==> src/rtl/sync_fifo_pkg.sv <==
// Shared constants and helpers for the synchronous FIFO and its storage.
package sync_fifo_pkg;

   localparam int unsigned DEFAULT_WIDTH = 8;
   localparam int unsigned DEFAULT_DEPTH = 16;

   // Ceiling log2; returns 0 for n <= 1.
   function automatic int unsigned clog2(input int unsigned n);
      int unsigned r;
      int unsigned v;
      r = 0;
      v = (n > 0) ? n - 1 : 0;
      while (v != 0) begin
         r = r + 1;
         v = v >> 1;
      end
      return r;
   endfunction

endpackage

==> src/rtl/fifo_ram.sv <==
// Simple dual-port storage: synchronous write, async or registered read.
module fifo_ram
   import sync_fifo_pkg::*;
#(
   parameter int unsigned WIDTH      = DEFAULT_WIDTH,
   parameter int unsigned DEPTH      = DEFAULT_DEPTH,
   parameter bit          ASYNC_READ = 1'b1
) (
   input  logic                      clk,
   input  logic                      reset,
   input  logic                      we,
   input  logic [clog2(DEPTH)-1:0]   waddr,
   input  logic [WIDTH-1:0]          wdata,
   input  logic                      re,
   input  logic [clog2(DEPTH)-1:0]   raddr,
   output logic [WIDTH-1:0]          rdata
);

   logic [WIDTH-1:0] mem [DEPTH];
   logic [WIDTH-1:0] rdata_q;

   always_ff @(posedge clk) begin
      if (we) mem[waddr] <= wdata;
   end

   // Registered read port; only the output register is reset, never the array.
   always_ff @(posedge clk) begin
      if (reset)   rdata_q <= '0;
      else if (re) rdata_q <= mem[raddr];
   end

   assign rdata = ASYNC_READ ? mem[raddr] : rdata_q;

endmodule

==> src/rtl/sync_fifo.sv <==
// Single-clock FIFO with arbitrary depth, sticky error flags and optional FWFT read.
module sync_fifo
   import sync_fifo_pkg::*;
#(
   parameter int unsigned WIDTH    = DEFAULT_WIDTH,
   parameter int unsigned DEPTH    = DEFAULT_DEPTH,
   parameter int unsigned AF_LEVEL = DEPTH - 2,
   parameter int unsigned AE_LEVEL = 2,
   parameter int unsigned FWFT     = 1
) (
   input  logic                         clk,
   input  logic                         reset,
   input  logic                         write,
   input  logic [WIDTH-1:0]             write_data,
   input  logic                         read,
   output logic [WIDTH-1:0]             read_data,
   output logic                         read_valid,
   input  logic                         flush,
   input  logic                         clear_flags,
   output logic                         full,
   output logic                         empty,
   output logic                         almost_full,
   output logic                         almost_empty,
   output logic                         overflow,
   output logic                         underflow,
   output logic [clog2(DEPTH+1)-1:0]    level
);

   localparam int unsigned AW        = clog2(DEPTH);
   localparam int unsigned LW        = clog2(DEPTH + 1);
   localparam bit          FWFT_MODE = (FWFT != 0);

   logic [AW-1:0] rd_ptr_q, wr_ptr_q, rd_ptr_n, wr_ptr_n;
   logic [LW-1:0] level_q, level_n;
   logic          overflow_q, underflow_q, overflow_n, underflow_n;
   logic          full_q, empty_q, af_q, ae_q;
   logic          full_n, empty_n, af_n, ae_n;
   logic          rv_q;
   logic          rd_acc_c, wr_acc_c;
   logic [WIDTH-1:0] ram_rdata;

   // Wrap explicitly at DEPTH-1 so non-power-of-two depths work.
   function automatic logic [AW-1:0] ptr_inc(input logic [AW-1:0] p);
      return (p == AW'(DEPTH - 1)) ? '0 : p + AW'(1);
   endfunction

   always_comb begin
      rd_acc_c    = read && !empty_q && !flush;
      wr_acc_c    = write && (!full_q || rd_acc_c) && !flush;
      rd_ptr_n    = rd_ptr_q;
      wr_ptr_n    = wr_ptr_q;
      level_n     = level_q;
      overflow_n  = clear_flags ? 1'b0 : overflow_q;
      underflow_n = clear_flags ? 1'b0 : underflow_q;

      // Error events override a same-cycle clear.
      if (!flush && write && !wr_acc_c) overflow_n  = 1'b1;
      if (!flush && read && empty_q)    underflow_n = 1'b1;

      if (flush) begin
         rd_ptr_n = '0;
         wr_ptr_n = '0;
         level_n  = '0;
      end else begin
         if (rd_acc_c) rd_ptr_n = ptr_inc(rd_ptr_q);
         if (wr_acc_c) wr_ptr_n = ptr_inc(wr_ptr_q);
         if (wr_acc_c && !rd_acc_c)      level_n = level_q + LW'(1);
         else if (rd_acc_c && !wr_acc_c) level_n = level_q - LW'(1);
      end

      full_n  = (level_n == LW'(DEPTH));
      empty_n = (level_n == '0);
      af_n    = (32'(level_n) >= AF_LEVEL);
      ae_n    = (32'(level_n) <= AE_LEVEL);
   end

   always_ff @(posedge clk) begin
      if (reset) begin
         rd_ptr_q    <= '0;
         wr_ptr_q    <= '0;
         level_q     <= '0;
         overflow_q  <= 1'b0;
         underflow_q <= 1'b0;
         full_q      <= 1'b0;
         empty_q     <= 1'b1;
         af_q        <= (AF_LEVEL == 0);
         ae_q        <= 1'b1;
         rv_q        <= 1'b0;
      end else begin
         rd_ptr_q    <= rd_ptr_n;
         wr_ptr_q    <= wr_ptr_n;
         level_q     <= level_n;
         overflow_q  <= overflow_n;
         underflow_q <= underflow_n;
         full_q      <= full_n;
         empty_q     <= empty_n;
         af_q        <= af_n;
         ae_q        <= ae_n;
         rv_q        <= rd_acc_c;
      end
   end

   fifo_ram #(
      .WIDTH      (WIDTH),
      .DEPTH      (DEPTH),
      .ASYNC_READ (FWFT_MODE)
   ) u_ram (
      .clk   (clk),
      .reset (reset),
      .we    (wr_acc_c),
      .waddr (wr_ptr_q),
      .wdata (write_data),
      .re    (rd_acc_c),
      .raddr (rd_ptr_q),
      .rdata (ram_rdata)
   );

   assign read_data    = ram_rdata;
   assign read_valid   = FWFT_MODE ? !empty_q : rv_q;
   assign full         = full_q;
   assign empty        = empty_q;
   assign almost_full  = af_q;
   assign almost_empty = ae_q;
   assign overflow     = overflow_q;
   assign underflow    = underflow_q;
   assign level        = level_q;

endmodule

==> config.mk <==
export PLATFORM = sky130hd
export DESIGN_NAME = sync_fifo
export DESIGN_NICKNAME = d
export VERILOG_FILES = /design/src/rtl/sync_fifo_pkg.sv /design/src/rtl/fifo_ram.sv /design/src/rtl/sync_fifo.sv
export SDC_FILE = /design/constraint.sdc
export NUM_CORES = 1
export LEC_CHECK = 0
export BUFFER_PORTS_ARGS = -buffer_cell sky130_fd_sc_hd__buf_2
export CORE_MARGIN = 5
export CORE_UTILIZATION = 55
export CTS_CLUSTER_SIZE = 24
export DETAILED_ROUTE_END_ITERATION = 8
export HOLD_SLACK_MARGIN = 0.06
export PLACE_DENSITY = 0.8
export SLEW_MARGIN = 20
export SYNTH_ARGS = -nofsm -noshare
export SYNTH_HDL_FRONTEND = slang
export SYNTH_SLANG_ARGS = --single-unit
==> constraint.sdc <==
create_clock -name clk -period 2.65 [get_ports clk]
set_input_delay 0.53 -clock clk [delete_from_list [all_inputs] [get_ports clk]]
set_output_delay 0.53 -clock clk [all_outputs]
set_load 0.005 [all_outputs]
==> impl_metrics.csv <==
group,metric,value,unit
sta,fin_crit_sh,108,%
floorplanning,die_y,114,um
sta,finClkSkew,0.0109,ns
route,ant_nets,0,
floorplanning,num_rows,38,
synthesis,synth_edf_count,128,
placed_design,dpl_cell_area,6450,um^2
clock_tree,htree_levels,4,
sta,worst_pin_slew,0.559,ns
cells_and_area,drive_gt1_share,35.1,%
clock_tree,cts_sinks,151,
route,postRouteWirelength,13.6,mm
route,drt-pass1-iter-count,5,
route,via_count,3260,
sta,min_period,2.87,ns
clock_tree,postCtsHoldBufs,0,
hold_path,hold_depth,2,
floorplanning,boundaryPins,34,
synthesis,synthMostInstantiatedCell,"edfxtp_1",
power_and_ir_drop,p_per_area,729,nW/um^2
sta,grt_setup_unrepaired,"true",
route,first_iter_violations,337,
worst_setup_path,worstRegToRegCells,5,
clock_tree,cts_root_buf,"clkbuf_8",
status,violations,"negative setup slack",
cells_and_area,finalNetCount,401,
global_routing,grt-ovfl-total,0,
clock_tree,clk_path_buf_depth,2,
sta,final_hold_viol_count,0,
cells_and_area,post-route-cell-area,7190,um^2
global_routing,grt_util_met2,36.7,%
synthesis,syn_nets,339,
global_routing,grt_busiest_layer,"met2",
sta,maxSlewViolCount,0,
cells_and_area,nFillCells,711,
synthesis,synth-warning-count,0,
clock_tree,clk_pin_slew_worst_paths,0.06,ns
status,status,"finished with violations",
synthesis,synth_cells,318,
floorplanning,die_area,13100,um^2
global_routing,global_route.usage.met3,6.92,%
floorplanning,floorplan.initialDensity,55.8,%
power_and_ir_drop,leakage,2.40,nW
worst_setup_path,critical_path_class,"flop to output port",
synthesis,synth_common_cells,"128 x edfxtp_1, 40 x mux4_2, 25 x nor2_1",
synthesis,yosysUniqueCellTypes,48,
placed_design,place_ws,0.299,ns
power_and_ir_drop,vdd_drop_max,0.447,mV
global_routing,grt_pass1_vias,3325,
power_and_ir_drop,power,5.24,mW
route,drc,0,
route,viasPerCell,6.12,
synthesis,synth_top_area_cell,"edfxtp_1",
global_routing,grt_use_met1,29.6,%
floorplanning,core,10700,um^2
synthesis,synth_top_flop_cell,"edfxtp_1",
global_routing,grt_max_degree,33,
synthesis,ys_ff_latch,151,
worst_setup_path,crit_required,2.12,ns
cells_and_area,syn_to_final_growth,19.8,%
sta,clock.fmax,348,MHz
cells_and_area,antenna_cells,0,
clock_tree,numCtsBuffers,17,
synthesis,yosys-top-cells-area,"edfxtp_1 64%, mux4_2 15%, dfxtp_1 7.7%",
placed_design,io_buffers,33,
worst_setup_path,crit_path_start_kind,"flop",
synthesis,ys_seq_area_share,71.8,%
sta,relSlewSlack,62.7,%
global_routing,grt_use_total,22.7,%
global_routing,grt_antenna_before_repair,1,
sta,fin_ws,-0.223,ns
synthesis,yosysTopAreaCellShare,64.1,%
global_routing,grt_pass1_wl,20.7,mm
route,wl_per_cell,25.5,um
sta,setup_viol,8,
floorplanning,die_w,114,um
clock_tree,clk_latency,0.53,ns
placed_design,dp_hpwl,7.92,mm
cells_and_area,fin_util,66.9,%
placed_design,globalplace.congestion,0.783,
clock_tree,cts_tree,"built",
run,drv_cap,0,
synthesis,async_flop_share,0,%
synthesis,synth_area,6000,um^2
worst_setup_path,setup.worst_path.end_class,"output port",
synthesis,syn_area_per_cell,18.9,um^2
worst_setup_path,path_max_fanout,8,
hold_path,holdCritPathClass,"input pin to flop",
worst_setup_path,critPathArrivalTime,2.34,ns
## per-layer routing
layer	share of wire (%)	wire length [um]
met4	1.7	235
met2	51	6950
met3	7.8	1070
met1	39	5330
met5	0.081	11
## where the power goes
part / total [mW] / internal, mW / switching [mW]
Clock: 2.49 / 1.54 / 0.958
Combinational: 0.152 / 0.0647 / 0.0878
Sequential: 2.59 / 2.58 / 0.00955
Total: 5.24 / 4.18 / 1.06
## cells by family after synthesis
family,Yosys count,share of synthesized area [%]
DFF,151,71.8
and+or+nand+nor,66,6.09
muxes,41,15.2
AOI/OAI and AO/OA,27,3.25
buffers and inverters,21,1.40
adders and majority gates,7,1.46
xor gates and xnor gates,5,0.855
## through the flow
step	TNS, ns	hold slack [ns]	cells
after detailed placement	0	0.482	497
after floorplan	0	0.473	318
after global routing	-2.15	0.190	533
after CTS	-1.94	0.170	534
final	-1.63	0.196	533
after global placement	0	0.463	497
## cell usage in the layout (no fill, tap or decap), drive strengths merged, types with 2 or more instances in the layout
cell type	n
edfxtp	128
buf	56
mux4	40
nor2	25
dfxtp	23
clkbuf	17
nand2	11
a21oi	11
inv	11
ha	7
nor3	7
clkinv	7
bufinv	4
xor2	4
nand2b	4
o21ai	3
or4	3
nor2b	2
nand3	2
and2	2
a32oi	2
nor4b	2
## final timing paths
path / from / end / slack, ns
hold reg to reg: underflow / underflow / 0.49
hold / removal: reset / underflow / 0.20
setup / recovery: flop / read_data[5] / -0.22
setup reg to reg: empty / u_ram.mem[15][4] / 0.51
## state kept, by name, indices dropped and copies added, names as in the netlist, named ones only
| signal | flops |
|---|---|
| almost_full | 1 |
| overflow | 1 |
| empty | 1 |
| rd_ptr_q | 4 |
| almost_empty | 1 |
| underflow | 1 |
| full | 1 |
| wr_ptr_q | 4 |
| u_ram.mem | 128 |
| level | 5 |
## worst max-delay path, stage by stage, from the launching register on
cell	delay, ns
dfxtp_4	0.40
buf_12	0.13
buf_16	0.14
mux4_2	0.51
mux4_2	0.49
buf_2	0.14
## what timing repair did
action | CTS | global route
setup buffers | 2 | 0
gates resized for setup | 4 | 3
gates cloned | 3 | 0
hold endpoints to repair | 0 | 0
endpoints found under the setup margin | 8 | 8
## layout make-up
cell class                 count  area, um^2  area share [%]
multi-input combinational    146        1610            22.4
clock buffer                  17         414            5.76
clock inverter                15         201            2.80
tap                          140         175            2.44
sequential                   151        4310            60.0
timing repair buffer          56         447            6.22
inverter                       8        30.0           0.418
No activity file was read; power rests on OpenSTA's default activity.
